<file path="src/rtl/io_ring_pkg.sv">
// io_ring_pkg: shared types, default parameters and counter sizing for the IO ring.
// The optional glitch filter is enabled by defining IO_RING_FILTER_EN.
package io_ring_pkg;

  typedef enum logic {
    HOLD   = 1'b0,
    ACTIVE = 1'b1
  } io_ring_state_t;

  localparam int N_IN_DEF        = 18;
  localparam int N_OUT_DEF       = 12;
  localparam int SYNC_STAGES_DEF = 2;
  localparam int FILTER_LEN_DEF  = 4;
  localparam int HOLD_CYCLES_DEF = 16;

  // Bits needed to hold a count from 0 up to max_val; never narrower than one bit.
  function automatic int cnt_width(input int max_val);
    return (max_val < 1) ? 1 : $clog2(max_val + 1);
  endfunction

endpackage

</file>
<file path="src/rtl/io_ring_ctrl_in_chan.sv">
// io_in_chan: one input pad channel -- synchroniser, optional glitch filter and
// edge detector. The glitch filter exists only when IO_RING_FILTER_EN is defined;
// otherwise the synchronised level is registered straight into in_o.
module io_in_chan
  import io_ring_pkg::*;
#(
  parameter int SYNC_STAGES = SYNC_STAGES_DEF
`ifdef IO_RING_FILTER_EN
  ,
  parameter int FILTER_LEN  = FILTER_LEN_DEF
`endif
) (
  input  logic clk_i,
  input  logic rst_ni,
  input  logic pad_i,
  input  logic ready_i,
  output logic in_o,
  output logic rise_o,
  output logic fall_o
);

  logic [SYNC_STAGES-1:0] sync_q, sync_d;
  logic                   sync_bit;
  logic                   in_q, in_d;
  logic                   rise_q, rise_d;
  logic                   fall_q, fall_d;

  assign sync_bit = sync_q[SYNC_STAGES-1];

  // Shift the raw pad level one stage deeper into the synchroniser each edge.
  always_comb sync_d = {sync_q[SYNC_STAGES-2:0], pad_i};

`ifdef IO_RING_FILTER_EN
  localparam int CNT_W = cnt_width(FILTER_LEN);

  logic [CNT_W-1:0] cnt_q, cnt_d;

  // Accept a new level only after it has disagreed with in_o for FILTER_LEN edges in a row.
  always_comb begin
    cnt_d = '0;
    in_d  = in_q;
    if (sync_bit != in_q) begin
      if (int'(cnt_q) + 1 >= FILTER_LEN) begin
        in_d = sync_bit;
      end else begin
        cnt_d = cnt_q + CNT_W'(1);
      end
    end
  end

  // Filter run-length counter.
  always_ff @(posedge clk_i or negedge rst_ni) begin
    if (!rst_ni) cnt_q <= '0;
    else         cnt_q <= cnt_d;
  end
`else
  // Without the filter the synchronised level is taken as-is.
  always_comb in_d = sync_bit;
`endif

  // Edge pulses are raised together with the in_o change, but only once the ring is ready.
  always_comb begin
    rise_d = ready_i &  in_d & ~in_q;
    fall_d = ready_i & ~in_d &  in_q;
  end

  // Synchroniser, filtered level and edge pulse registers.
  always_ff @(posedge clk_i or negedge rst_ni) begin
    if (!rst_ni) begin
      sync_q <= '0;
      in_q   <= 1'b0;
      rise_q <= 1'b0;
      fall_q <= 1'b0;
    end else begin
      sync_q <= sync_d;
      in_q   <= in_d;
      rise_q <= rise_d;
      fall_q <= fall_d;
    end
  end

  assign in_o   = in_q;
  assign rise_o = rise_q;
  assign fall_o = fall_q;

endmodule

</file>
<file path="src/rtl/io_ring_ctrl.sv">
// io_ring_ctrl: IO ring controller. Generates the core reset (async assert,
// sync release), holds output pads in a safe state for HOLD_CYCLES after the
// core leaves reset, then registers core drive data/enables onto the pads.
// Input pads are synchronised, optionally glitch filtered (IO_RING_FILTER_EN)
// and edge detected per channel.
module io_ring_ctrl
  import io_ring_pkg::*;
#(
  parameter int N_IN        = N_IN_DEF,
  parameter int N_OUT       = N_OUT_DEF,
  parameter int SYNC_STAGES = SYNC_STAGES_DEF,
  parameter int FILTER_LEN  = FILTER_LEN_DEF,
  parameter int HOLD_CYCLES = HOLD_CYCLES_DEF
) (
  input  logic             clk_i,
  input  logic             resetn,
  input  logic [N_IN-1:0]  pad_in_i,
  output logic [N_IN-1:0]  in_o,
  output logic [N_IN-1:0]  rise_o,
  output logic [N_IN-1:0]  fall_o,
  output logic             core_resetn_o,
  input  logic [N_OUT-1:0] core_out_i,
  input  logic [N_OUT-1:0] core_oe_i,
  output logic [N_OUT-1:0] pad_out_o,
  output logic [N_OUT-1:0] pad_oe_o,
  output logic             ready_o
);

  localparam int HOLD_W = cnt_width(HOLD_CYCLES);

  if (SYNC_STAGES < 2 || SYNC_STAGES > 4 || FILTER_LEN < 1 || FILTER_LEN > 255 ||
      HOLD_CYCLES < 0 || HOLD_CYCLES > 65535) begin : g_bad_param
    $error("io_ring_ctrl: parameter outside its legal range");
  end

  logic [SYNC_STAGES-1:0] rst_sync_q, rst_sync_d;
  logic                   core_rst_n;

  io_ring_state_t         state_q, state_d;
  logic [HOLD_W-1:0]      hold_cnt_q, hold_cnt_d;
  logic                   ready_q, ready_d;
  logic [N_OUT-1:0]       pad_out_q, pad_out_d;
  logic [N_OUT-1:0]       pad_oe_q, pad_oe_d;

  assign core_rst_n = rst_sync_q[SYNC_STAGES-1];

  // Shift ones into the reset synchroniser so release lands SYNC_STAGES edges after resetn.
  always_comb rst_sync_d = {rst_sync_q[SYNC_STAGES-2:0], 1'b1};

  // Reset synchroniser: cleared immediately by resetn, released on the clock.
  always_ff @(posedge clk_i or negedge resetn) begin
    if (!resetn) rst_sync_q <= '0;
    else         rst_sync_q <= rst_sync_d;
  end

  // Next-state logic: count hold edges once the core is out of reset, pads forced safe until ACTIVE.
  always_comb begin
    state_d    = state_q;
    hold_cnt_d = hold_cnt_q;
    case (state_q)
      HOLD: begin
        if (core_rst_n) begin
          if (int'(hold_cnt_q) + 1 >= HOLD_CYCLES) begin
            state_d    = ACTIVE;
            hold_cnt_d = '0;
          end else begin
            hold_cnt_d = hold_cnt_q + HOLD_W'(1);
          end
        end
      end
      ACTIVE: begin
        state_d = ACTIVE;
      end
      default: begin
        state_d    = HOLD;
        hold_cnt_d = '0;
      end
    endcase
    ready_d   = (state_d == ACTIVE);
    pad_out_d = (state_q == ACTIVE) ? core_out_i : '0;
    pad_oe_d  = (state_q == ACTIVE) ? core_oe_i  : '0;
  end

  // Hold/active FSM with its registered outputs.
  always_ff @(posedge clk_i or negedge resetn) begin
    if (!resetn) begin
      state_q    <= HOLD;
      hold_cnt_q <= '0;
      ready_q    <= 1'b0;
      pad_out_q  <= '0;
      pad_oe_q   <= '0;
    end else begin
      state_q    <= state_d;
      hold_cnt_q <= hold_cnt_d;
      ready_q    <= ready_d;
      pad_out_q  <= pad_out_d;
      pad_oe_q   <= pad_oe_d;
    end
  end

  assign core_resetn_o = core_rst_n;
  assign ready_o       = ready_q;
  assign pad_out_o     = pad_out_q;
  assign pad_oe_o      = pad_oe_q;

  // Edge pulses are gated with the ready value that will be visible alongside them.
  for (genvar i = 0; i < N_IN; i++) begin : g_chan
    io_in_chan #(
      .SYNC_STAGES(SYNC_STAGES)
`ifdef IO_RING_FILTER_EN
      ,
      .FILTER_LEN (FILTER_LEN)
`endif
    ) u_chan (
      .clk_i  (clk_i),
      .rst_ni (resetn),
      .pad_i  (pad_in_i[i]),
      .ready_i(ready_d),
      .in_o   (in_o[i]),
      .rise_o (rise_o[i]),
      .fall_o (fall_o[i])
    );
  end

endmodule
</file>
<file path="config.mk">
export PLATFORM = sky130hd
export DESIGN_NAME = io_ring_ctrl
export DESIGN_NICKNAME = d
export VERILOG_FILES = /design/src/rtl/io_ring_pkg.sv /design/src/rtl/io_ring_ctrl_in_chan.sv /design/src/rtl/io_ring_ctrl.sv
export SDC_FILE = /design/constraint.sdc
export NUM_CORES = 1
export LEC_CHECK = 0
export ABC_CLOCK_PERIOD_IN_PS = 3900
export CAP_MARGIN = 10
export CORE_UTILIZATION = 52
export CTS_BUF_LIST = sky130_fd_sc_hd__clkbuf_8
export CTS_CLUSTER_SIZE = 8
export DETAILED_ROUTE_END_ITERATION = 7
export PLACE_DENSITY = 0.87
export SETUP_SLACK_MARGIN = 0.3
export SLEW_MARGIN = 40
export SYNTH_ARGS = -nofsm -noshare
export SYNTH_HDL_FRONTEND = slang
export SYNTH_SLANG_ARGS = --single-unit
</file>
<file path="constraint.sdc">
create_clock -name clk_i -period 3.9 [get_ports clk_i]
set_clock_uncertainty 0.1 [all_clocks]
set_input_delay 0.39 -clock clk_i [delete_from_list [all_inputs] [get_ports clk_i]]
set_output_delay 0.39 -clock clk_i [all_outputs]
set_load 0.1 [all_outputs]
</file>
# [Word-level counts from Yosys, hierarchy flattened]
# Cells that the tools add are included.
[classes] add_sub_neg=2 magnitude_cmp=1 n_mux=6 n_bitwise=109 n_reduce_logical=1
[op_table] op="1-bit bitwise AND" n=72
[op_table] op="1-bit inverter" n=37
[op_table] op="12-bit two-way mux" n=2
[op_table] op="5-bit by 1-bit adder with 6-bit output, second input constant" n=1
[op_table] op="6-bit by 5-bit >= comparator with 1-bit output, second input constant" n=1
[op_table] op="5-bit by 1-bit adder with 5-bit output, second input constant" n=1
[op_table] op="5-bit two-way mux" n=1
[op_table] op="1-bit two-way mux" n=2
[op_table] op="1-bit case mux with 2 select lines" n=1
[op_table] op="2-bit AND reduction" n=1
[word_totals] regBits=122 in_bits=44 out_inout_bits=80 wordCells=196

# [Longest topological paths before layout]
[logic_depth] ltp_word=7 mapped_depth=5 ltp_nobuf=4

# [Modules after synthesis]
# From an unflattened synthesis, not the netlist that was laid out.
[hier_totals] cells_unflattened=208 area_unflattened_um2=3679.8
[modules_own_cells] mod="io_in_chan" instances=18 cells_each=7 area_each_um2=142.6 seq_area_each_um2=125.1
[modules_own_cells] mod="io_ring_ctrl" instances=1 cells_each=82 area_each_um2=1112.3 seq_area_each_um2=800.8

# [Least setup slack after synthesis]
# No wires, ideal clock.
[synth_timing] kind="reg2reg" startpoint="register ready_o (netlist name)" endpoint="register g_chan[0].u_chan.fall_q" setup_ns=0.105 t_arrival_ns=1.852 required_ns=3.695 path_slack_ns=1.843 path_stages_with_launch=5 path_buffers=2 period_less_slack_ns=2.057 path_cell_list="dfrtp_1 buf_2 nor2_1 clkbuf_1 nor4b_1"
[synth_rtl] item="end signal, assigned" line="io_ring_ctrl_in_chan.sv:78" text="fall_q <= fall_d;"
[synth_rtl] item="end, declared" line="io_ring_ctrl_in_chan.sv:26" text="logic fall_q, fall_d;"

# [Worst setup path after layout]
[layout_timing] startpoint="register ready_q, in the netlist ready_o" endpoint="output port ready_o"
[layout_rtl] item="start, declared" line="io_ring_ctrl.sv:41" text="logic ready_q, ready_d;"
[layout_rtl] item="start signal, assigned" line="io_ring_ctrl.sv:95" text="ready_q <= ready_d;"
[layout_rtl] item="end, declared" line="io_ring_ctrl.sv:26" text="output logic ready_o"
# No word-level cell between the ends.

==> results.json <==
{
  "status": "completed",
  "grt_pass1_vias": 2265,
  "slew_viol_final": 0,
  "drcViolationCount": 0,
  "viasPerCell": 4.83,
  "hp-class": "reg2reg",
  "finalCritPeriodShare": 0.521,
  "syn_nets": 323,
  "final-setup-viol-count": 0,
  "hold_depth": 0,
  "clk_pin_slew_ns": 0.07,
  "start_util": 0.543,
  "path_max_fanout": 30,
  "hold_end": "g_chan[2].u_chan.sync_q[1]",
  "cap_violations": 0,
  "wl_per_cell_um": 14.3,
  "cts_buffers": 17,
  "final_common_cell": "dfrtp_1",
  "cts_hold_repair.buffers": 1,
  "reg2reg_to": "g_chan[12].u_chan.fall_o",
  "critical-path-slowest-cell": "dfrtp_2",
  "areaGrowthSynthToFinish_pct": 22.2,
  "fp.dieH_um": 92.3,
  "fin_area_um2": 5180,
  "ff2ff_setup_slack_ns": 1.88,
  "portBuffers": 123,
  "ys_seq_area_frac": 0.720,
  "postLayoutSetupSlackWorst_ns": 1.87,
  "firstDrtPassIters": 4,
  "fmax_ghz": 0.492,
  "dp_hpwl_mm": 4.48,
  "syn_avg_cell_area_um2": 15.2,
  "drive_gt1_frac": 0.338,
  "max-vdd-ir-drop_uv": 424,
  "place_area_um2": 4760,
  "cpPeakStageDelay_ns": 0.62,
  "yosysWarnings": 0,
  "netlist_instances": 278,
  "cts_sinks": 122,
  "io_pins": 124,
  "tritoncts": "yes",
  "final_hold_viol_count": 0,
  "worstPathArrival_ns": 1.54,
  "end_kind": "primary output",
  "p_per_area_nw_per_um2": 632,
  "cp.required_ns": 3.41,
  "nNetsFinal": 405,
  "ys_types": 30,
  "root_buffer": "clkbuf_8",
  "core_um2": 7810,
  "grt-ovfl-total": 0,
  "diodes": 0,
  "rsz0062_at_grt": "no",
  "fp-row-count": 32,
  "die_w_um": 92.3,
  "post-route-util": 0.663,
  "totalWireLength_mm": 6.78,
  "cts.repair.resized": 0,
  "synth-seq-cells": 122,
  "dieArea_um2": 8510,
  "clock_latency_ns": 0.41,
  "vias": 2296,
  "post-cts-setup-buffers": 0,
  "antenna_found_initial": 0,
  "grt_pass1_wl_mm": 10.8,
  "path_class": "reg2out",
  "path_delay_family": "flip-flops",
  "slew_headroom": 0.528,
  "whs_ns": 0.245,
  "layout_common_cells": "dfrtp_1, buf_2, clkdlybuf4s50_1",
  "rr_startpoint": "hold_cnt_q[0]",
  "grt_usage": 0.174,
  "ant_nets": 0,
  "syn-cell-area_um2": 4240,
  "gp_congestion": 0.760,
  "worstPathCellList": "buf_2",
  "drtIter0Drc": 93,
  "tns_ns": 0,
  "holdCritStartpoint": "g_chan[2].u_chan.sync_q[0]",
  "htree_levels": 4,
  "grt_start_max_net_pins": 66,
  "p_leak_nw": 2.56,
  "start_kind": "flop",
  "rr_worst_depth": 5,
  "critPathBufInv": 1,
  "worst_pin_slew_ns": 0.707,
  "pre_cts_slack_ns": 1.83,
  "period_needed_ns": 2.03,
  "cts.path.max_buffers": 2
}
==> logic make-up (layout without fill, tap and decap cells) <==
logic type	Yosys count	after routing	synth area share
xor+xnor	1	1	0.00207
fa+ha+maj	1	1	0.00295
simple gates	78	78	0.139
mux	1	1	0.00266
other cells	1	1	0.000885
flops	122	122	0.720
compound gates	10	10	0.0207
buf+inv	64	159	0.111
==> per-stage QoR <==
step                      total power, mW  std cells
after floorplan                      2.07        278
after global routing                 3.41        475
after global placement               2.22        442
after detailed placement             2.19        442
final                                3.27        475
after CTS                            3.31        475
==> cell type report <==
class	count	area (µm²)
clock buffer	18	248
timing repair buffer	127	873
fill	551	2630
multi-input combinational	92	716
sequential	122	3050
tap	102	128
clock inverter	14	161
==> cells in the mapped netlist, drive strengths merged <==
cell type	instances	area, µm²
a211oi	1	7.51
a21bo	1	10.0
a21oi	1	5.00
a311o	1	11.3
and2	25	156
and2b	1	7.51
buf	60	457
clkbuf	4	15.0
conb	1	3.75
dfrtp	122	3050
ha	1	12.5
mux2	1	11.3
nand2	4	15.0
nand2b	2	12.5
nand3	2	15.0
nand4b	1	8.76
nor2	3	11.3
nor2b	2	12.5
nor4b	36	334
nor4bb	1	10.0
o211ai	2	15.0
o21ai	2	10.0
o31ai	2	28.8
or2	1	6.26
xnor2	1	8.76
==> per-layer routing <==
| layer | vias to the layer above | share of wire | GRT usage |
|---|---|---|---|
| met5 | - | 0 | 0 |
| met4 | 0 | 0.0084 | 0.0703 |
| met2 | 88 | 0.50 | 0.272 |
| li1 | 1059 | - | - |
| met1 | 1143 | 0.42 | 0.216 |
| met3 | 6 | 0.070 | 0.0705 |
==> power by group <==
part / switching (mW) / internal, mW
Combinational: 0.567 / 0.162
Clock: 0.512 / 0.601
Sequential: 0.0744 / 1.36
==> worst max path at each step <==
stage | endpoint | cells after the start | from
5_1_grt | ready_o | 1 | ready_o
3_5_place_dp | g_chan[14].u_chan.fall_o | 4 | ready_o
3_3_place_gp | ready_o | 1 | ready_o
2_1_floorplan | g_chan[0].u_chan.fall_o | 4 | ready_o
6_report | ready_o | 1 | ready_o
4_1_cts | ready_o | 1 | ready_o
==> sequential cells by signal, summed over array words and instances (netlist names) <==
name and cells:
pad_out_o 12, hold_cnt_q 5, g_chan.u_chan.rise_o 18, g_chan.u_chan.fall_o 18, ready_o 1, g_chan.u_chan.sync_q 36
g_chan.u_chan.in_o 18, rst_sync_q 2, pad_oe_o 12
Note: power is estimated with default switching activity, not from simulation.
